--- config.mk ---
export PLATFORM = sky130hd
export DESIGN_NAME = dmem_arbiter_flat
export DESIGN_NICKNAME = d
export VERILOG_FILES = /design/src/rtl/dmem_arb_pkg.sv /design/src/rtl/dmem_arbiter_if.sv /design/src/rtl/rr_arb2.sv /design/src/rtl/dmem_arbiter.sv /design/src/flat_wrapper.sv
export SDC_FILE = /design/constraint.sdc
export NUM_CORES = 1
export LEC_CHECK = 0
export ABC_AREA = 0
export ABC_CLOCK_PERIOD_IN_PS = 1700
export CORE_AREA = 4 4 95 97
export CTS_CLUSTER_SIZE = 14
export DETAILED_ROUTE_END_ITERATION = 10
export DIE_AREA = 0 0 99 101
export PLACE_DENSITY = 0.85
export SYNTH_ARGS = -nofsm -noshare
export SYNTH_HDL_FRONTEND = slang
export SYNTH_SLANG_ARGS = --single-unit
export TNS_END_PERCENT = 50
--- constraint.sdc ---
create_clock -name clk -period 1.7 [get_ports clk]
set_clock_uncertainty 0.2 [all_clocks]
set_input_delay 0.51 -clock clk [delete_from_list [all_inputs] [get_ports clk]]
set_output_delay 0.51 -clock clk [all_outputs]
set_load 0.02 [all_outputs]
--- src/rtl/dmem_arb_pkg.sv ---
// Shared types and constants for the data-memory arbiter: FSM encoding,
// owner identifiers and the legal range of the memory read latency.
package dmem_arb_pkg;

    typedef enum logic [1:0] {
        ST_IDLE  = 2'd0,
        ST_ISSUE = 2'd1,
        ST_WAIT  = 2'd2,
        ST_RESP  = 2'd3
    } state_t;

    localparam logic OWN_CPU = 1'b0;
    localparam logic OWN_DBG = 1'b1;

    localparam int LAT_W       = 4;
    localparam int MEM_LAT_MIN = 1;
    localparam int MEM_LAT_MAX = 15;

    function automatic bit lat_legal(input int lat);
        return (lat >= MEM_LAT_MIN) && (lat <= MEM_LAT_MAX);
    endfunction

endpackage

--- src/rtl/dmem_arbiter_if.sv ---
// Bundle of the CPU port, debug port and memory port seen by the arbiter.
// The slave modport is the arbiter's view; master is the surrounding system.
interface dmem_arbiter_if #(
    parameter int AW = 16,
    parameter int DW = 16
);
    logic          cpu_req;
    logic          cpu_we;
    logic [AW-1:0] cpu_addr;
    logic [DW-1:0] cpu_wdata;
    logic [DW-1:0] cpu_rdata;
    logic          cpu_ack;
    logic          cpu_stall;

    logic          dbg_req;
    logic          dbg_we;
    logic [AW-1:0] dbg_addr;
    logic [DW-1:0] dbg_wdata;
    logic [DW-1:0] dbg_rdata;
    logic          dbg_ack;

    logic          mem_en;
    logic          mem_we;
    logic [AW-1:0] mem_addr;
    logic [DW-1:0] mem_wdata;
    logic [DW-1:0] mem_rdata;

    logic          owner;

    modport slave (
        input  cpu_req, cpu_we, cpu_addr, cpu_wdata,
        output cpu_rdata, cpu_ack, cpu_stall,
        input  dbg_req, dbg_we, dbg_addr, dbg_wdata,
        output dbg_rdata, dbg_ack,
        output mem_en, mem_we, mem_addr, mem_wdata,
        input  mem_rdata,
        output owner
    );

    modport master (
        output cpu_req, cpu_we, cpu_addr, cpu_wdata,
        input  cpu_rdata, cpu_ack, cpu_stall,
        output dbg_req, dbg_we, dbg_addr, dbg_wdata,
        input  dbg_rdata, dbg_ack,
        input  mem_en, mem_we, mem_addr, mem_wdata,
        output mem_rdata,
        input  owner
    );

endinterface

--- src/rtl/rr_arb2.sv ---
// Combinational two-way round-robin pick. req[0] is the CPU, req[1] the
// debug port; on a tie the port that did not own the last access wins.
module rr_arb2
    import dmem_arb_pkg::*;
(
    input  logic [1:0] req,
    input  logic       last_owner,
    output logic       grant_valid,
    output logic       grant_owner
);

    logic [1:0] win;

    for (genvar gi = 0; gi < 2; gi++) begin : g_win
        assign win[gi] = req[gi] & (~req[1-gi] | (last_owner != 1'(gi)));
    end

    assign grant_valid = |win;
    assign grant_owner = win[1] ? OWN_DBG : OWN_CPU;

endmodule

--- src/rtl/dmem_arbiter.sv ---
// Round-robin arbiter sharing one data memory between the CPU MEM stage and
// a debug/loader port; each access runs IDLE -> ISSUE -> WAIT -> RESP.
module dmem_arbiter
    import dmem_arb_pkg::*;
#(
    parameter int AW      = 16,
    parameter int DW      = 16,
    parameter int MEM_LAT = 1
) (
    input  logic           clk,
    input  logic           rst,
    dmem_arbiter_if.slave  bus
);

    if (!lat_legal(MEM_LAT)) begin : g_bad_lat
        $error("dmem_arbiter: MEM_LAT must be within 1..15");
    end

    localparam logic [LAT_W-1:0] LAT_LOAD = LAT_W'(MEM_LAT - 1);

    state_t           state_reg, state_next;
    logic             owner_reg, owner_next;
    logic             last_owner_reg, last_owner_next;
    logic             we_reg, we_next;
    logic [AW-1:0]    addr_reg, addr_next;
    logic [DW-1:0]    wdata_reg, wdata_next;
    logic [DW-1:0]    rdata_reg, rdata_next;
    logic [LAT_W-1:0] lat_cnt_reg, lat_cnt_next;

    logic grant_valid;
    logic grant_owner;
    logic mem_en;
    logic resp;
    logic cpu_ack;

    rr_arb2 u_rr_arb2 (
        .req         ({bus.dbg_req, bus.cpu_req}),
        .last_owner  (last_owner_reg),
        .grant_valid (grant_valid),
        .grant_owner (grant_owner)
    );

    always_ff @(posedge clk) begin
        if (rst) begin
            state_reg      <= ST_IDLE;
            owner_reg      <= OWN_CPU;
            last_owner_reg <= OWN_DBG;
            we_reg         <= 1'b0;
            addr_reg       <= '0;
            wdata_reg      <= '0;
            rdata_reg      <= '0;
            lat_cnt_reg    <= '0;
        end else begin
            state_reg      <= state_next;
            owner_reg      <= owner_next;
            last_owner_reg <= last_owner_next;
            we_reg         <= we_next;
            addr_reg       <= addr_next;
            wdata_reg      <= wdata_next;
            rdata_reg      <= rdata_next;
            lat_cnt_reg    <= lat_cnt_next;
        end
    end

    always_comb begin
        state_next      = state_reg;
        owner_next      = owner_reg;
        last_owner_next = last_owner_reg;
        we_next         = we_reg;
        addr_next       = addr_reg;
        wdata_next      = wdata_reg;
        rdata_next      = rdata_reg;
        lat_cnt_next    = lat_cnt_reg;
        mem_en          = 1'b0;
        resp            = 1'b0;

        case (state_reg)
            ST_IDLE: begin
                if (grant_valid) begin
                    owner_next = grant_owner;
                    we_next    = (grant_owner == OWN_DBG) ? bus.dbg_we    : bus.cpu_we;
                    addr_next  = (grant_owner == OWN_DBG) ? bus.dbg_addr  : bus.cpu_addr;
                    wdata_next = (grant_owner == OWN_DBG) ? bus.dbg_wdata : bus.cpu_wdata;
                    state_next = ST_ISSUE;
                end
            end
            ST_ISSUE: begin
                mem_en       = 1'b1;
                lat_cnt_next = LAT_LOAD;
                state_next   = ST_WAIT;
            end
            ST_WAIT: begin
                // Counter reaches zero in the cycle mem_rdata becomes valid.
                if (lat_cnt_reg == '0) begin
                    if (!we_reg) begin
                        rdata_next = bus.mem_rdata;
                    end
                    state_next = ST_RESP;
                end else begin
                    lat_cnt_next = lat_cnt_reg - 1'b1;
                end
            end
            ST_RESP: begin
                resp            = 1'b1;
                last_owner_next = owner_reg;
                state_next      = ST_IDLE;
            end
            default: state_next = ST_IDLE;
        endcase
    end

    assign cpu_ack       = resp & (owner_reg == OWN_CPU);
    assign bus.cpu_ack   = cpu_ack;
    assign bus.dbg_ack   = resp & (owner_reg == OWN_DBG);
    assign bus.cpu_rdata = rdata_reg;
    assign bus.dbg_rdata = rdata_reg;
    assign bus.cpu_stall = bus.cpu_req & ~cpu_ack;

    assign bus.mem_en    = mem_en;
    assign bus.mem_we    = mem_en & we_reg;
    assign bus.mem_addr  = addr_reg;
    assign bus.mem_wdata = wdata_reg;
    assign bus.owner     = owner_reg;

endmodule
--- src/flat_wrapper.sv ---
// flat-port wrapper written by rule: the top's interface ports become plain ports
module dmem_arbiter_flat import dmem_arb_pkg::*;
#(
    parameter int AW      = 16,
    parameter int DW      = 16,
    parameter int MEM_LAT = 1
)
  (clk, rst, bus_cpu_req, bus_cpu_we, bus_cpu_addr, bus_cpu_wdata, bus_cpu_rdata, bus_cpu_ack, bus_cpu_stall, bus_dbg_req, bus_dbg_we, bus_dbg_addr, bus_dbg_wdata, bus_dbg_rdata, bus_dbg_ack, bus_mem_en, bus_mem_we, bus_mem_addr, bus_mem_wdata, bus_mem_rdata, bus_owner);
  dmem_arbiter_if #(.AW(AW), .DW(DW)) bus_i ();
  input  logic clk;
  input  logic rst;
  input wire logic [$bits(bus_i.cpu_req)-1:0] bus_cpu_req;
  input wire logic [$bits(bus_i.cpu_we)-1:0] bus_cpu_we;
  input wire logic [$bits(bus_i.cpu_addr)-1:0] bus_cpu_addr;
  input wire logic [$bits(bus_i.cpu_wdata)-1:0] bus_cpu_wdata;
  output wire logic [$bits(bus_i.cpu_rdata)-1:0] bus_cpu_rdata;
  output wire logic [$bits(bus_i.cpu_ack)-1:0] bus_cpu_ack;
  output wire logic [$bits(bus_i.cpu_stall)-1:0] bus_cpu_stall;
  input wire logic [$bits(bus_i.dbg_req)-1:0] bus_dbg_req;
  input wire logic [$bits(bus_i.dbg_we)-1:0] bus_dbg_we;
  input wire logic [$bits(bus_i.dbg_addr)-1:0] bus_dbg_addr;
  input wire logic [$bits(bus_i.dbg_wdata)-1:0] bus_dbg_wdata;
  output wire logic [$bits(bus_i.dbg_rdata)-1:0] bus_dbg_rdata;
  output wire logic [$bits(bus_i.dbg_ack)-1:0] bus_dbg_ack;
  output wire logic [$bits(bus_i.mem_en)-1:0] bus_mem_en;
  output wire logic [$bits(bus_i.mem_we)-1:0] bus_mem_we;
  output wire logic [$bits(bus_i.mem_addr)-1:0] bus_mem_addr;
  output wire logic [$bits(bus_i.mem_wdata)-1:0] bus_mem_wdata;
  input wire logic [$bits(bus_i.mem_rdata)-1:0] bus_mem_rdata;
  output wire logic [$bits(bus_i.owner)-1:0] bus_owner;
  assign bus_i.cpu_req = bus_cpu_req;
  assign bus_i.cpu_we = bus_cpu_we;
  assign bus_i.cpu_addr = bus_cpu_addr;
  assign bus_i.cpu_wdata = bus_cpu_wdata;
  assign bus_cpu_rdata = bus_i.cpu_rdata;
  assign bus_cpu_ack = bus_i.cpu_ack;
  assign bus_cpu_stall = bus_i.cpu_stall;
  assign bus_i.dbg_req = bus_dbg_req;
  assign bus_i.dbg_we = bus_dbg_we;
  assign bus_i.dbg_addr = bus_dbg_addr;
  assign bus_i.dbg_wdata = bus_dbg_wdata;
  assign bus_dbg_rdata = bus_i.dbg_rdata;
  assign bus_dbg_ack = bus_i.dbg_ack;
  assign bus_mem_en = bus_i.mem_en;
  assign bus_mem_we = bus_i.mem_we;
  assign bus_mem_addr = bus_i.mem_addr;
  assign bus_mem_wdata = bus_i.mem_wdata;
  assign bus_i.mem_rdata = bus_mem_rdata;
  assign bus_owner = bus_i.owner;
  dmem_arbiter #(.AW(AW), .DW(DW), .MEM_LAT(MEM_LAT)) u_core (.clk(clk), .rst(rst), .bus(bus_i));
endmodule
==> results.cfg <==
[outcome]
status = complete, but fails checks
violations = negative setup slack

[grt]
grt_usage_pct = 15.8
grt_pass1_wl_um = 12700
antenna_found_initial = 1
grt_max_degree = 37
first_global_vias = 2711
grt_overflow = 0

[logic_synthesis]
synth_warnings = 0
synth_ff_type = dfxtp_1
synth_edf_count = 0
syn-cell-area_mm2 = 0.00270
avgSynthCellArea_um2 = 9.11
synth_seq_cells = 57
synth_commonest_cells = dfxtp_1 (57), nor2_1 (36), mux2i_1 (35), a211oi_1 (34)
ys_seq_area_share_pct = 42.3
synthArstFlopShare_pct = 0
netlist_instances = 296
synth_top_cell_by_area = dfxtp_1
syn-num-nets = 389
synth.most_common_cell = dfxtp_1
synth.top_cell.area_share_pct = 42.3
synthTopCellsByArea = dfxtp_1 (42%), mux2i_1 (13%), a211oi_1 (9.5%)
ys_types = 31

[layout]
multiInputGateArea_mm2 = 0.00151
drive_gt1_share_pct = 38.2
fin_nets = 559
seqCellArea_mm2 = 0.00115
final_cells = 575
final_area_mm2 = 0.00504
fillers = 670
fin_util_pct = 62.0
area.growth.synth_to_final_pct = 86.9

[worst_setup_path]
cp.required_ns = 0.99
r2r_end = u_core.lat_cnt_reg[2]$_SDFFE_PP0P_
path_class = flop to primary output
crit_path_end_kind = primary output
critPathArrivalTime_ns = 1.19
reg2reg_from = u_core.state_reg[0]$_SDFFE_PP0P_
cp_max_fo = 3
r2r_cells = 7
rrSetupSlack_ns = -0.13
start_kind = flop

[pwr]
powerDensity_mw_per_mm2 = 1410
p_total_mw = 7.09
ir_drop_mv = 0.682
leakagePower_nw = 2.01

[timing]
finalHoldViolations = 0
drv_slew = 0
final.setup.worst_slack_ns = -0.201
fin_tns_setup_ns = -2.28
worst_slew_pin_slew_ns = 0.300
rsz0062_at_grt = yes
relSlewSlack_pct = 80.0
post-route-period-util_pct = 112
fmax_mhz = 526
finalSetupViolations = 41
fin_crit_ns = 1.90

[cts]
clockRootBuffer = clkbuf_8
cts.sink_count = 57
path_clk_slew_ns = 0.06
numCtsBuffers = 9
cts_tree = built
clk_latency_ns = 0.33
htreeDepth = 3
clk_path_buf_depth = 2

[placement]
dp.cells = 540
port_buffers = 155
placed_area_mm2 = 0.00439
gp_congestion = 0.836
dpl.hpwl_um = 6160

[run]
drv_cap = 0

[route]
ant_nets = 0
avgViaCountPerCell = 4.99
vias = 2868
totalWireLength_um = 9680
drt_iter0_markers = 68
avgRoutedWirePerCell_um = 16.8
drt_pre_antenna_iters = 4
route.detailed.drc = 0

[worst_hold_path]
hold_end = u_core.bus.cpu_rdata[15]$_SDFFE_PP0P_
hp-start = u_core.bus.cpu_rdata[15]$_SDFFE_PP0P_
worstHoldPathCells = 2
min_path_type = flop to flop

[floorplan]
fp.dieH_um = 101
initial_core_util_pct = 33.1
fp.dieArea_mm2 = 0.0100
core-area_mm2 = 0.00813
rows = 33
ioPinCount = 156
die_width_um = 99
worst max path at each step:
stage	cells past startpoint	slack, ns	start	end
after global placement	3	-0.75	bus_cpu_req	bus_cpu_stall
after CTS	5	-0.21	u_core.state_reg[0]$_SDFFE_PP0P_	bus_cpu_stall
final	5	-0.20	u_core.state_reg[1]$_SDFFE_PP0P_	bus_cpu_stall
after global routing	5	-0.24	u_core.state_reg[1]$_SDFFE_PP0P_	bus_cpu_stall
after floorplan	7	-0.008	u_core.lat_cnt_reg[0]$_SDFFE_PP0P_	u_core.bus.cpu_rdata[6]$_SDFFE_PP0P_
after detailed placement	3	-0.77	bus_cpu_req	bus_cpu_stall
cell usage in the layout (no fill, tap or decap), types with 4 or more instances in the layout:
master | Yosys | layout
nand3_1 | 18 | 17
mux2i_1 | 35 | 32
a211oi_1 | 34 | 25
a21oi_1 | 18 | 16
clkbuf_8 | 0 | 9
clkdlybuf4s15_2 | 0 | 28
clkbuf_2 | 0 | 17
clkdlybuf4s50_1 | 0 | 82
dfxtp_1 | 57 | 53
buf_12 | 0 | 7
buf_2 | 7 | 20
a211oi_2 | 1 | 10
clkbuf_16 | 0 | 9
buf_6 | 3 | 12
o21ai_2 | 0 | 4
buf_4 | 18 | 23
nor2_1 | 36 | 32
ha_4 | 0 | 5
nand2b_1 | 4 | 4
o21ai_1 | 3 | 12
kinds of logic after synthesis:
logic type | synth area share [%]
buffers and inverters | 10.5
AND/OR/NAND/NOR | 12.5
multiplexers | 13.0
adder cells (fa/ha/maj) | 3.25
AO/OA/AOI/OAI | 18.5
flip-flops | 42.3
power by group:
| group | leakage (nW) | switching [mW] | internal [mW] |
|---|---|---|---|
| clock network | 0.102 | 0.514 | 0.804 |
| logic | 1.44 | 1.92 | 1.86 |
| registers | 0.471 | 0.258 | 1.74 |
critical path, cell delays in order (launching register included):
cell and delay [ns]:
dfxtp_4 0.37, ha_4 0.17, inv_4 0.07, nor2_4 0.04
nor2b_4 0.10, buf_6 0.12
stage by stage:
step / hold slack (ns) / setup slack, ns
final: 0.282 / -0.201
after global routing: 0.296 / -0.241
after floorplan: 0.236 / -0.00807
after detailed placement: 0.281 / -0.771
after global placement: 0.273 / -0.755
after CTS: 0.283 / -0.210
repair_timing:
action / in CTS / in global routing
gates cloned: 0 / 12
endpoints found under the setup margin: 122 / 89
setup buffers: 2 / 6
pin swaps: 3 / 39
hold buffers: 0 / 0
gates resized for setup: 241 / 83
layer usage:
layer / part of all wire [%] / vias up / GRT usage (%)
li1: - / 1379 / -
met1: 37 / 1343 / 16.7
met2: 52 / 132 / 28.5
met3: 9.1 / 14 / 5.95
met4: 1.4 / 0 / 5.67
met5: 0 / - / 0
cell type report:
cell class | count | area share (%)
Timing Repair Buffer | 200 | 39.9
Multi-Input combinational cell | 190 | 29.9
Sequential cell | 57 | 22.8
Tap cell | 105 | 2.61
Clock buffer | 10 | 2.53
Clock inverter | 4 | 1.39
Inverter | 8 | 0.745
Antenna cell | 1 | 0.0497
(Power assumes the default switching activity.)
==> patch 1, RTL diff (same flow settings) <==
Set the package constant `LAT_W` to 5 (it was 4).
--- a/src/rtl/dmem_arb_pkg.sv
+++ b/src/rtl/dmem_arb_pkg.sv
@@ -14,3 +14,3 @@
 
-    localparam int LAT_W       = 4;
+    localparam int LAT_W       = 5;
     localparam int MEM_LAT_MIN = 1;
Behaviour: same outputs for any inputs over 10 cycles, from zero or initial values and one cycle with rst high; that may be too few to reach the edited logic, so the function may still have changed.
==> patch 1 against the original RTL <==
The run still ends with negative setup slack left. Sequential cell count is 1 higher. Design area is 5.5% lower. Non-clock buffer count fell by 12. Via count down 2.1%. Wire length fell by 7.5%. Worst hold slack better by 0.015 ns. Combinational power down 9.8%. Synthesized area is 2.2% higher. Worst setup slack worse by 0.063 ns. Power decreased by 8.1%.
==> patch 1: results (changes against the original RTL) <==
{
  "power": {
    "max-vdd-ir-drop": {"value": 0.6382, "unit": "mV", "change": "was 0.6823 mV"},
    "p_leak": {"value": 1.892, "unit": "nW", "change": "was 2.009 nW"}
  },
  "synthesis": {
    "synth_fp_nets": {"value": 390, "change": "was 389"},
    "synth_cell_type_count": {"value": 36, "change": "was 31"},
    "synth_adder_area_share": {"value": 2.725, "unit": "%", "change": "was 3.248%"},
    "post_synth_inst_count": {"value": 298, "change": "was 296"},
    "yosysSeqAreaShare": {"value": 42.14, "unit": "%", "change": "was 42.32%"},
    "yosys-top-cells-area": {"value": "sky130_fd_sc_hd__dfxtp_1 42%, sky130_fd_sc_hd__mux2i_1 13%, sky130_fd_sc_hd__a211oi_1 9.0%, sky130_fd_sc_hd__nor2_1 5.0%, sky130_fd_sc_hd__buf_4 4.6%", "change": "was sky130_fd_sc_hd__dfxtp_1 42%, sky130_fd_sc_hd__mux2i_1 13%, sky130_fd_sc_hd__a211oi_1 9.5%, sky130_fd_sc_hd__buf_4 5.0%, sky130_fd_sc_hd__nor2_1 5.0%"}
  },
  "grt": {
    "grt_pass1_wl": {"value": 13.28, "unit": "mm", "change": "was 12.70 mm"},
    "grt_max_degree": {"value": 39, "change": "was 37"},
    "grt.met2_usage": {"value": 30.48, "unit": "%", "change": "was 28.46%"},
    "grt_usage": {"value": 16.43, "unit": "%", "change": "was 15.75%"},
    "grtUsageMet1": {"value": 16.82, "unit": "%", "change": "was 16.69%"},
    "grtUsageMet3": {"value": 6.298, "unit": "%", "change": "was 5.952%"}
  },
  "routing": {
    "met3_wirelength": {"value": 814, "unit": "um", "change": "was 879 um"},
    "drt_wl_total": {"value": 8.951, "unit": "mm", "change": "was 9.680 mm"},
    "wl_met1": {"value": 3.270, "unit": "mm", "change": "was 3.616 mm"},
    "dr_wl_met2": {"value": 4.759, "unit": "mm", "change": "was 5.045 mm"}
  },
  "outcome": {
    "status": {"value": "finished with violations", "change": "unchanged"},
    "violations_in_the_final_reports": {"value": "negative setup slack", "change": "unchanged"}
  },
  "critical_path": {
    "timing.critical_path.arrival": {"value": 1.25, "unit": "ns", "change": "was 1.19 ns"}
  },
  "finish": {
    "num-nets-final": {"value": 550, "change": "was 559"}
  },
  "worst_hold_path": {
    "hp-start": {"value": "u_core.bus.cpu_rdata[4]", "change": "was u_core.bus.cpu_rdata[15]"}
  },
  "sta": {
    "finalWorstSetupSlack": {"value": -0.2640, "unit": "ns", "change": "was -0.2015 ns"},
    "setup-violations-final": {"value": 17, "change": "was 41"},
    "maxSlewHeadroom": {"value": 75.88, "unit": "%", "change": "was 79.99%"}
  }
}
## patch 1: cells by family after synthesis
group | after synthesis
flip-flops | 58
AND/OR/NAND/NOR | 72
buffers and inverters | 48
multiplexers | 35
AO/OA/AOI/OAI | 79
adder cells (fa/ha/maj) | 6
## patch 1: layout make-up
class	instances	area (um^2)	area share, %
Sequential cell	58	1171	24.60
Inverter	9	38.79	0.8147
Timing Repair Buffer	188	1803	37.87
Tap cell	105	131.4	2.760
Clock buffer	12	155.1	3.259
Clock inverter	3	15.01	0.3154
Multi-Input combinational cell	192	1446	30.38
## patch 1: metrics by stage
step | util [%] | cell area [um^2] | setup slack (ns)
6_report | 58.53 | 4761 | -0.2640
5_1_grt | 58.53 | 4761 | -0.3232
4_1_cts | 57.79 | 4701 | -0.2370
3_5_place_dp | 54.75 | 4453 | -0.7318
3_3_place_gp | 54.75 | 4453 | -0.7290
2_1_floorplan | - | 2758 | -0.06061
## patch 1: path summary, 6_finish.rpt
check                            end  slack [ns]  depth (start not counted)
min          u_core.bus.cpu_rdata[4]        0.30                          2
max reg2reg   u_core.bus.mem_addr[5]       -0.02                          6
min reg2reg  u_core.bus.cpu_rdata[4]        0.30                          2
max                    bus_cpu_stall       -0.26                          5
## patch 1: power groups by stage
stage | clock network (W) | registers [W] | logic (W)
floorplan | 0 | 0.00239 | 0.00139
global placement | 0 | 0.00196 | 0.00320
global route | 0.00122 | 0.00204 | 0.00367
finish | 0.00112 | 0.00199 | 0.00341
CTS | 0.00117 | 0.00197 | 0.00318
detailed placement | 0 | 0.00199 | 0.00328
## patch 1: timing repair
item	in CTS	in global routing
setup buffers	0	4
pin swaps	8	4
cloned	0	3
endpoints found under the hold margin	0	0
hold buffers	0	0
endpoints found under the setup margin	118	90
resized for setup	237	55
==> patch 2, RTL diff (same flow settings) <==
Without the edit above. `addr_reg` no longer has a reset.
--- a/src/rtl/dmem_arbiter.sv
+++ b/src/rtl/dmem_arbiter.sv
@@ -48,3 +48,2 @@
             we_reg         <= 1'b0;
-            addr_reg       <= '0;
             wdata_reg      <= '0;
@@ -57,3 +56,2 @@
             we_reg         <= we_next;
-            addr_reg       <= addr_next;
             wdata_reg      <= wdata_next;
@@ -62,2 +60,6 @@
         end
+    end
+
+    always_ff @(posedge clk) begin
+        addr_reg <= addr_next;
     end
Check against the original RTL: not equivalent (Yosys sat finds a counterexample within 4 cycles, from zero or initial values and one cycle with rst high).
==> patch 2 against the original RTL <==
The flow still finishes with violations (negative setup slack). Synthesized area is 0.84% lower. Power is 8.6% lower. Combinational power is 16% lower. Design area is 4.0% lower. Synthesized cell count is 12% lower. Worst setup slack worse by 0.041 ns. Clock power is 5% lower. Non-clock buffer count is 7 lower. Sequential cell count stayed put. Wire length is 8.1% lower. Largest power group unchanged.
==> patch 2: results (changes against the original RTL) <==
{
  "grt": {
    "grt_pass1_vias": {"value": 2611, "change": "was 2711"},
    "grt_usage": {"value": 16.15, "unit": "%", "change": "was 15.75%"}
  },
  "placed_design": {
    "post_dp_cell_area": {"value": 0.004444, "unit": "mm^2", "change": "was 0.004394 mm^2"},
    "dp_hpwl": {"value": 6.157, "unit": "mm", "change": "was 6.161 mm"}
  },
  "synthesis": {
    "share_of_the_synthesized_area_in_the_top_cell_type": {"value": 30.70, "unit": "%", "change": "was 42.32%"},
    "avgSynthCellArea": {"value": 10.28, "unit": "um^2", "change": "was 9.109 um^2"},
    "synth_cell_type_count": {"value": 33, "change": "was 31"},
    "synth_fp_nets": {"value": 353, "change": "was 389"},
    "synth_enable_flop_cells": {"value": 16, "change": "was 0"},
    "yosysSeqAreaShare": {"value": 48.67, "unit": "%", "change": "was 42.32%"}
  },
  "power": {
    "seq-power": {"value": 0.00205, "unit": "W", "change": "was 0.00200 W"},
    "max-vdd-ir-drop": {"value": 0.6795, "unit": "mV", "change": "was 0.6823 mV"},
    "power_dens_cells": {"value": 1339, "unit": "mW/mm^2", "change": "was 1407 mW/mm^2"}
  },
  "finish": {
    "drive_gt1_share": {"value": 43.98, "unit": "%", "change": "was 38.17%"},
    "num_antenna_cells": {"value": 0, "change": "was 1"},
    "multi_input_comb_cells": {"value": 158, "change": "was 190"},
    "layoutNonFillerInstCount": {"value": 537, "change": "was 575"},
    "nNonClkBuffers": {"value": 193, "change": "was 200"},
    "clock_area_share": {"value": 4.059, "unit": "%", "change": "was 3.923%"},
    "share_of_cell_area_taken_by_multi_input_logic_gates": {"value": 28.46, "unit": "%", "change": "was 29.89%"},
    "layout.clock_buffers": {"value": 11, "change": "was 10"},
    "number_of_filler_instances_in_the_final_layout": {"value": 658, "change": "was 670"}
  },
  "routing": {
    "drt_wl_total": {"value": 8.892, "unit": "mm", "change": "was 9.680 mm"},
    "detailedRoute.firstIterationViolations": {"value": 55, "change": "was 68"},
    "post_drt_via_cell_ratio": {"value": 4.885, "change": "was 4.988"}
  },
  "outcome": {
    "status": {"value": "finished with violations", "change": "unchanged"},
    "violations_in_the_final_reports": {"value": "negative setup slack", "change": "unchanged"}
  },
  "critical_path": {
    "timing.critical_path.arrival": {"value": 1.23, "unit": "ns", "change": "was 1.19 ns"},
    "r2r_setup_slack": {"value": -0.02, "unit": "ns", "change": "was -0.13 ns"}
  },
  "sta": {
    "finalWorstSetupSlack": {"value": -0.2430, "unit": "ns", "change": "was -0.2015 ns"},
    "worst_slew_pin_slew": {"value": 0.3119, "unit": "ns", "change": "was 0.3001 ns"},
    "setup-violations-final": {"value": 13, "change": "was 41"}
  },
  "clock_tree": {
    "cts_resized": {"value": 272, "change": "was 241"}
  }
}
[patch 2: cell count changes after synthesis, moves of 2 or more]
cell	change
sky130_fd_sc_hd__a211oi_1	-16
sky130_fd_sc_hd__dfxtp_1	-16
sky130_fd_sc_hd__nor2_1	-16
sky130_fd_sc_hd__mux2_2	+16
sky130_fd_sc_hd__clkbuf_1	-2
sky130_fd_sc_hd__mux2i_1	-16
sky130_fd_sc_hd__edfxtp_1	+16
[patch 2: cell families (layout without fill, tap and decap cells)]
group / Yosys count / count (layout) / share of synthesized area (%)
AOI/OAI and AO/OA: 61 / 61 / 14.13
buffers and inverters: 45 / 217 / 9.733
adders and majority gates: 7 / 7 / 3.275
and+or+nand+nor: 55 / 55 / 10.34
DFF: 57 / 57 / 48.67
muxes: 35 / 35 / 13.85
[patch 2: routing by layer]
metal,vias to the layer above,track usage [%],share of wire (%),routed length (um)
met5,-,0,0,0
met4,0,6.303,1.6,144
met3,15,4.913,7.5,665
met2,113,30.22,54,4783
met1,1241,16.81,37,3299
li1,1254,-,-,-
